## config.mk

```make
export PLATFORM = sky130hd
export DESIGN_NAME = alu_seq_unit
export DESIGN_NICKNAME = d
export VERILOG_FILES = /design/src/rtl/alu_seq_unit.sv
export SDC_FILE = /design/constraint.sdc
export NUM_CORES = 1
export LEC_CHECK = 0
export CAP_MARGIN = 20
export CORE_ASPECT_RATIO = 0.7
export CORE_MARGIN = 2
export CORE_UTILIZATION = 58
export DETAILED_ROUTE_END_ITERATION = 7
export PLACE_DENSITY = 0.85
export SYNTH_ARGS = -nofsm -noshare
export SYNTH_HDL_FRONTEND = slang
export SYNTH_SLANG_ARGS = --single-unit
```

## constraint.sdc

```tcl
create_clock -name clk -period 3.29 [get_ports clk]
set_input_delay 0.658 -clock clk [delete_from_list [all_inputs] [get_ports clk]]
set_output_delay 0.658 -clock clk [all_outputs]
set_load 0.02 [all_outputs]
```

## src/rtl/alu_seq_unit.sv

```systemverilog
// rtl/alu_seq_unit.sv - multicycle ALU execution unit with start/done handshake
module alu_seq_unit #(
  parameter int WIDTH  = 16,
  parameter bit MUL_EN = 1'b1,
  parameter int SHW    = $clog2(WIDTH)
) (
  input  logic             clk,
  input  logic             reset,
  input  logic             start,
  input  logic [1:0]       ALUOp,
  input  logic [2:0]       func3,
  input  logic             funct_mod,
  input  logic [1:0]       Branch_funct,
  input  logic [WIDTH-1:0] SrcA,
  input  logic [WIDTH-1:0] SrcB,
  output logic             busy,
  output logic             done,
  output logic [WIDTH-1:0] ALUResult,
  output logic             Zero,
  output logic             BranchTaken,
  output logic             illegal
);

  // Counter must hold WIDTH itself for the multiply iteration count.
  localparam int CW = SHW + 1;

  typedef enum logic [2:0] {
    S_IDLE,
    S_EXEC1,
    S_SHIFT,
    S_MUL,
    S_DONE
  } state_t;

  typedef enum logic [3:0] {
    OP_ADD,
    OP_SUB,
    OP_AND,
    OP_OR,
    OP_XOR,
    OP_SLT,
    OP_SLL,
    OP_SRL,
    OP_SRA,
    OP_MUL,
    OP_ILL
  } op_t;

  state_t           state_q, state_d;
  op_t              dec_op, op_q;
  logic             dec_br, is_br_q;
  logic [1:0]       br_q;
  logic [WIDTH-1:0] a_q, b_q, acc_q;
  logic [CW-1:0]    cnt_q;
  logic [WIDTH-1:0] exec_res, shift_step;
  logic             lt, eq, br_taken;
  logic             dec_is_shift;

  // Decode the incoming instruction fields into an internal operation.
  always_comb begin
    dec_op = OP_ILL;
    dec_br = 1'b0;
    case (ALUOp)
      2'b00, 2'b11: dec_op = OP_ADD;
      2'b01: begin
        dec_br = 1'b1;
        dec_op = Branch_funct[1] ? OP_SLT : OP_SUB;
      end
      default: begin
        case (func3)
          3'b000:  dec_op = funct_mod ? (MUL_EN ? OP_MUL : OP_ILL) : OP_ADD;
          3'b001:  dec_op = funct_mod ? OP_ILL : OP_SUB;
          3'b111:  dec_op = funct_mod ? OP_ILL : OP_AND;
          3'b110:  dec_op = funct_mod ? OP_ILL : OP_OR;
          3'b100:  dec_op = OP_XOR;
          3'b010:  dec_op = funct_mod ? OP_ILL : OP_SLT;
          3'b011:  dec_op = OP_SLL;
          default: dec_op = funct_mod ? OP_SRA : OP_SRL;
        endcase
      end
    endcase
  end

  assign dec_is_shift = (dec_op == OP_SLL) || (dec_op == OP_SRL) || (dec_op == OP_SRA);

  // Single-cycle results and branch condition from the latched operands.
  always_comb begin
    lt       = $signed(a_q) < $signed(b_q);
    eq       = (a_q == b_q);
    exec_res = '0;
    case (op_q)
      OP_ADD:  exec_res = a_q + b_q;
      OP_SUB:  exec_res = a_q - b_q;
      OP_AND:  exec_res = a_q & b_q;
      OP_OR:   exec_res = a_q | b_q;
      OP_XOR:  exec_res = a_q ^ b_q;
      OP_SLT:  exec_res = {{(WIDTH-1){1'b0}}, lt};
      default: exec_res = '0;
    endcase
    case (br_q)
      2'b00:   br_taken = eq;
      2'b01:   br_taken = !eq;
      2'b10:   br_taken = lt;
      default: br_taken = !lt;
    endcase
  end

  // One-bit shift of the working register in the latched direction.
  always_comb begin
    shift_step = a_q;
    case (op_q)
      OP_SLL:  shift_step = {a_q[WIDTH-2:0], 1'b0};
      OP_SRL:  shift_step = {1'b0, a_q[WIDTH-1:1]};
      OP_SRA:  shift_step = {a_q[WIDTH-1], a_q[WIDTH-1:1]};
      default: shift_step = a_q;
    endcase
  end

  // State register.
  always_ff @(posedge clk or posedge reset) begin
    if (reset) state_q <= S_IDLE;
    else       state_q <= state_d;
  end

  // Next-state logic; start is only looked at in IDLE.
  always_comb begin
    state_d = state_q;
    case (state_q)
      S_IDLE: begin
        if (start) begin
          if (dec_is_shift)          state_d = S_SHIFT;
          else if (dec_op == OP_MUL) state_d = S_MUL;
          else                       state_d = S_EXEC1;
        end
      end
      S_EXEC1: state_d = S_DONE;
      S_SHIFT: if (cnt_q == '0) state_d = S_DONE;
      S_MUL:   if (cnt_q == '0) state_d = S_DONE;
      default: state_d = S_IDLE;
    endcase
  end

  // Operand latch, iterative shift/multiply datapath and result registers.
  always_ff @(posedge clk or posedge reset) begin
    if (reset) begin
      op_q        <= OP_ADD;
      is_br_q     <= 1'b0;
      br_q        <= 2'b00;
      a_q         <= '0;
      b_q         <= '0;
      acc_q       <= '0;
      cnt_q       <= '0;
      ALUResult   <= '0;
      BranchTaken <= 1'b0;
      illegal     <= 1'b0;
    end else begin
      case (state_q)
        S_IDLE: begin
          if (start) begin
            op_q    <= dec_op;
            is_br_q <= dec_br;
            br_q    <= Branch_funct;
            a_q     <= SrcA;
            b_q     <= SrcB;
            acc_q   <= '0;
            if (dec_op == OP_MUL) cnt_q <= CW'(WIDTH);
            else if (dec_is_shift) cnt_q <= {1'b0, SrcB[SHW-1:0]};
            else cnt_q <= '0;
          end
        end
        S_EXEC1: begin
          ALUResult   <= exec_res;
          BranchTaken <= is_br_q & br_taken;
          illegal     <= (op_q == OP_ILL);
        end
        S_SHIFT: begin
          if (cnt_q == '0) begin
            ALUResult   <= a_q;
            BranchTaken <= 1'b0;
            illegal     <= 1'b0;
          end else begin
            a_q   <= shift_step;
            cnt_q <= cnt_q - CW'(1);
          end
        end
        S_MUL: begin
          if (cnt_q == '0) begin
            ALUResult   <= acc_q;
            BranchTaken <= 1'b0;
            illegal     <= 1'b0;
          end else begin
            acc_q <= acc_q + (b_q[0] ? a_q : '0);
            a_q   <= {a_q[WIDTH-2:0], 1'b0};
            b_q   <= {1'b0, b_q[WIDTH-1:1]};
            cnt_q <= cnt_q - CW'(1);
          end
        end
        default: ;
      endcase
    end
  end

  assign busy = (state_q == S_EXEC1) || (state_q == S_SHIFT) || (state_q == S_MUL);
  assign done = (state_q == S_DONE);
  assign Zero = (ALUResult == '0);

endmodule

```

Yosys cells after proc, flatten, opt, wreduce, memory -nomap -nowiden. Cells that the tools add are included.

Register bits: 81. Input bits: 43. Output and inout bits: 21.

$add $sub $neg: 4. Order comparisons: 1. Equal/unequal tests: 38. Multiplexer cells: 40. Bitwise operators: 4. Reductions and logical operators: 28.

Operators by type and width (count): 16-bit 2-to-1 mux (10); 16-bit case mux with 3 select lines (3); 16-bit case mux with 6 select lines (1); 16-bit case mux with 2 select lines (2); 16-bit adder (2); 4-bit 2-to-1 mux (7); 4-bit case mux with 7 select lines (1); 4-bit by 3-bit equality test with 1-bit output, second input constant (6); 16-bit AND (1); 16-bit equality test (1); 4-bit equality test, second input constant (4); 16-bit zero test (1); 16-bit less-than comparator (1); 16-bit bitwise OR (1); 16-bit subtractor (1); 16-bit XOR (1); 5-bit 2-to-1 mux (3); 2-bit inequality test, second input constant (7); 3-bit by 2-bit equality test with 1-bit output, second input constant (4); 3-bit equality test, second input constant (4); 5-bit case mux with 2 select lines (1); 3-bit 2-to-1 mux (3); 3-bit case mux with 3 select lines (1); 3-bit AND reduction (3); 27 further kinds (46).

Longest topological paths before layout.
Word-level depth: 10. Gate-level depth with buffers: 11. Depth with buffers taken out: 11.

Least setup slack after synthesis. No wires, ideal clock.

Path type: flip-flop to flip-flop. From: reg b_q[0]. To: reg acc_q[14]. Arrival: 2.536 ns. Required time: 3.168 ns. Path slack: 0.633 ns. Stages on the path, launching flop included: 11. Buffers on the path: 1. Path through: dfrtp_1 -> inv_1 -> buf_1 -> nor2_1 -> ha_1 -> and4_1 -> and3_1 -> or3b_2 -> a31oi_1 -> o21ai_0 -> a32o_1.

Cells in the longest elaborated chain, start to end: 4.

Ends and longest elaborated chain: start: declaration (RTL line 53) `logic [WIDTH-1:0] a_q, b_q, acc_q;`; start signal: assignment (RTL line 164) `b_q <= SrcB;`; start signal: assignment (RTL line 194) `b_q <= {1'b0, b_q[WIDTH-1:1]};`; 16-bit 2-to-1 mux (RTL line 192) `acc_q <= acc_q + (b_q[0] ? a_q : '0);`; 16-bit adder (RTL line 192); 16-bit 2-to-1 mux (RTL line 187) `if (cnt_q == '0) begin`; 16-bit case mux with 2 select lines (RTL line 157) `case (state_q)`; end signal: assignment (RTL line 192); end: declaration (RTL line 53).

No other way between the ends. The select of a mux whose other input is x is not followed. A chain may end at the register's enable or synchronous reset.

Worst setup path after layout.
From: reg a_q[1]. To: reg ALUResult[9].

Cells in the longest elaborated chain, start to end: 3.

Ends and longest elaborated chain: start: declaration (RTL line 53); start signal: assignment (RTL line 163) `a_q <= SrcA;`; start signal: assignment (RTL line 182) `a_q <= shift_step;`; start signal: assignment (RTL line 193) `a_q <= {a_q[WIDTH-2:0], 1'b0};`; 16-bit subtractor / 16-bit adder (equally long branches) (RTL line 93, 92); 16-bit case mux with 6 select lines (*) (RTL line 91) `case (op_q)`; 16-bit case mux with 3 select lines (*) (RTL line 157); end signal: assignment (RTL line 172) `ALUResult <= exec_res;`; end signal: assignment (RTL line 178) `ALUResult <= a_q;`; end signal: assignment (RTL line 188) `ALUResult <= acc_q;`; end: declaration (RTL line 18) `output logic [WIDTH-1:0] ALUResult,`.

Every way passes the cells marked *; elsewhere a longest branch is shown, timed or not.

==> key figures <==
GRT
  • Global-route wire length before repair: 39.19 mm
  • Largest net degree at the start of global routing: 82
  • Grt total ovfl: 0
  • Initial antenna violation count: 0
  • Gr usage total: 35.40%
  • Vias in the first global route: 7213

Die
  • Die area: 14040 um^2
  • Core area: 12590 um^2
  • DIE HEIGHT: 99.73 um
  • IO Pins: 64
  • Initial Util: 60.29%
  • Die W: 140.8 um
  • FP Rows: 34

Timing
  • Highest Clock Rate: 337.9 MHz
  • Final Setup Violations: 0
  • Hold Vio Cnt, Final: 0
  • RSZ-0062 raised after global routing: no
  • Setup TNS: 0 ns
  • Post-route minimum period: 2.959 ns
  • Clk_skew: 0.01240 ns
  • Max Slew Vio Count: 0
  • Actual slew at the worst max-slew pin: 0.7111 ns
  • Slew margin rel.: 52.39%
  • Final period util: 89.95%

Placed design
  • Final HPWL DP: 17.82 mm
  • Area post-placement: 8354 um^2
  • Placed instance count: 1152
  • IO Port Bufs: 63
  • Routability cong.: 1.003

Worst hold path
  • Hold Crit Class: reg -> reg

Run
  • Max cap viols: 0

Detailed routing
  • Post-route ant nets: 0
  • Residual DRC: 0
  • Via count: 7587
  • DRT iter0 DRCs: 1071
  • Avg Vias per Cell: 6.496
  • Total routed wirelength: 23.95 mm
  • Pre-Repair DR Iteration Count: 6
  • Wirelength per Cell: 20.50 um

Cells and area
  • Core Util, Final: 69.32%
  • Fin nets: 1116
  • N_diodes: 0
  • Final Cell Area: 8728 um^2
  • Share of layout cells above drive strength 1: 8.250%
  • Non-filler cells, final: 1168
  • Synthesis-to-layout area growth: 14.96%
  • Fillers: 1036

Logic synthesis
  • Synth Area in Adders: 12.16%
  • Cells after synthesis: 951
  • Synthesis warning total: 0
  • Syn avg cell area: 7.983 um^2
  • Netlist cell types: 90
  • Compound-Gate Fraction of Synth Area: 27.24%
  • Xor/xnor share of the synthesized area: 1.615%
  • Ys flop type: dfrtp_1
  • Total nets after synthesis: 1066
  • Seq/Total Area, Yosys: 26.70%
  • Synth Area in Simple Gates: 19.94%
  • Syn Std Cell Area: 7592 um^2
  • Largest family of logic cells by synthesized area: compound AO/OA/AOI/OAI gates
  • Post-synth EDFFs: 0
  • FFs w/ async S/R, synth: 100.0%
  • Post-synthesis register bit count: 81
  • Mux cell area share after synthesis: 5.455%

Worst setup path
  • Data required time of the worst path: 3.53 ns
  • CP max FO: 7
  • CP endpoint kind: flip-flop
  • Type of origin of the critical path: flip-flop
  • CP Class: reg -> reg
  • CP max stage cell: dfrtp_1
  • CP Cell Sequence: inv_1 -> ha_1 -> a211oi_1 -> o21ai_2 -> o2111ai_1 -> nand2_1 -> a221o_1 -> a2111oi_2 -> nor3_1
  • Peak per-stage delay on the critical path: 0.53 ns
  • Buf/Inv on CP: 1
  • Cell family with most CP delay: compound AO/OA/AOI/OAI gates
  • Worst EP arrival: 3.20 ns

Run status
  • Status: finished, final reports clean

Clocking
  • Num Clock Sinks: 81
  • CTS clk-pin slew, worst paths: 0.08 ns
  • Clk root buf: clkbuf_16
  • PostCTS Resize Cnt: 0
  • H-tree Lvls: 3
  • CTS Buffer Depth: 2
  • Worst-Skew Late Latency: 0.36 ns
  • Cts bufs inserted: 9
  • CTS tree: yes
  • Post-CTS Setup Bufs: 0
  • Hold_buf cts: 0

Power
  • Sw Pwr: 4.843 mW
  • Leakage: 3.887 nW
  • Maximum VDD drop: 0.4965 mV
  • Clk pwr share: 14.0%
  • Internal power: 4.554 mW
  • Pwr Density: 1077 nW/um^2
  • Combinational share of power: 65.5%
  • Sw frac: 51.54%
  • Flop pwr share: 20.5%
## Yosys cell counts (9+ instances only)
cell type  number  area [um^2]
a211oi_1        9        67.56
a21o_1         12        90.09
a21oi_1        83        415.4
a31oi_1        11        68.82
clkbuf_1       31        116.4
dfrtp_1        81         2027
ha_1           69        863.3
inv_1          56        210.2
mux2i_1        38        380.4
nand2_1       101        379.1
nand2b_1       16        100.1
nand3_1        25        125.1
nor2_1         81        304.0
nor2b_1        10        62.56
nor3_1         14        70.07
nor4_1         11        68.82
o21ai_0       109        545.5
xnor2_1         9        78.83
## worst reg2reg max path, cell delays in order, from the launching register on
cell and delay [ns]:
dfrtp_1 0.53, inv_1 0.18, ha_1 0.39, a211oi_1 0.37, o21ai_2 0.15, o2111ai_1 0.30, nand2_1 0.11, a221o_1 0.34
a2111oi_2 0.35, nor3_1 0.10
## path summary, 6_finish.rpt
path,start,slack (ns),endpoint,cells past startpoint
setup / recovery,a_q[1]$_DFFE_PP0P_,0.33,ALUResult[9]$_DFFE_PP0P_,9
hold reg to reg,is_br_q$_DFFE_PP0P_,0.51,is_br_q$_DFFE_PP0P_,2
hold / removal,is_br_q$_DFFE_PP0P_,0.51,is_br_q$_DFFE_PP0P_,2
max in group asynchronous,reset,2.21,b_q[10]$_DFFE_PP0P_,3
setup reg to reg,a_q[1]$_DFFE_PP0P_,0.33,ALUResult[9]$_DFFE_PP0P_,9
min in group asynchronous,reset,0.72,a_q[7]$_DFFE_PP0P_,3
## layout make-up
class                      count  area [um^2]  area share [%]
multi-input combinational    760         5049           57.84
timing repair buffer          92        860.8           9.862
sequential                    81         2027           23.22
tap                          162        202.7           2.322
inverter                      57        215.2           2.466
clock inverter                 7        148.9           1.706
clock buffer                   9        225.2           2.580
## routing by layer
layer	vias up	GRT usage, %	share of wire [%]
li1	3527	-	-
met2	452	52.80	42
met1	3546	51.24	44
met5	-	0	0
met3	62	8.281	11
met4	0	10.54	2.8
## layout by cell type, fill, tap and decap left out, types with 5 or more instances in the layout
cell type and n:
o21ai_0 109, nand2_1 101, a21oi_1 83, dfrtp_1 81, nor2_1 81, ha_1 69, clkdlybuf4s50_1 63, inv_1 55
mux2i_1 38, buf_4 28, nand3_1 25, nand2b_1 15, nor3_1 14, a21o_1 12, a31oi_1 11, nor4_1 11
nor2b_1 10, a211oi_1 9, xnor2_1 9, clkbuf_16 9, o21bai_1 8, and2_1 8, o211ai_1 7, or3_1 6
a22oi_1 5, xor2_1 5
## logic make-up after synthesis
logic type               after synthesis
XOR/XNOR                              14
flip-flops                            81
adder cells (fa/ha/maj)               72
multiplexers                          41
AND/OR/NAND/NOR                      309
AO/OA/AOI/OAI                        324
buffers and inverters                110
## through the flow
step | power [mW] | worst slack (ns) | hold WS, ns
floorplan | 6.226 | 0.5519 | 0.4495
detailed placement | 7.851 | 0.3694 | 0.4895
global placement | 7.822 | 0.4716 | 0.4720
finish | 9.397 | 0.3306 | 0.5067
CTS | 9.197 | 0.3737 | 0.5061
global route | 10.09 | 0.1494 | 0.5403
## registers in the layout, indices dropped and copies added, names as in the netlist, 2 cells and up
| signal | flops |
|---|---|
| a_q | 16 |
| state_q | 3 |
| br_q | 2 |
| cnt_q | 5 |
| b_q | 16 |
| ALUResult | 16 |
| op_q | 4 |
| acc_q | 16 |
## power groups by stage
stage / Combinational (mW) / Sequential [mW] / Clock (mW)
floorplan: 4.37 / 1.86 / 0
global placement: 5.92 / 1.90 / 0
detailed placement: 5.92 / 1.93 / 0
CTS: 5.98 / 1.91 / 1.31
global route: 6.75 / 1.99 / 1.35
finish: 6.16 / 1.93 / 1.31
Note: power is estimated with default switching activity, not from simulation.
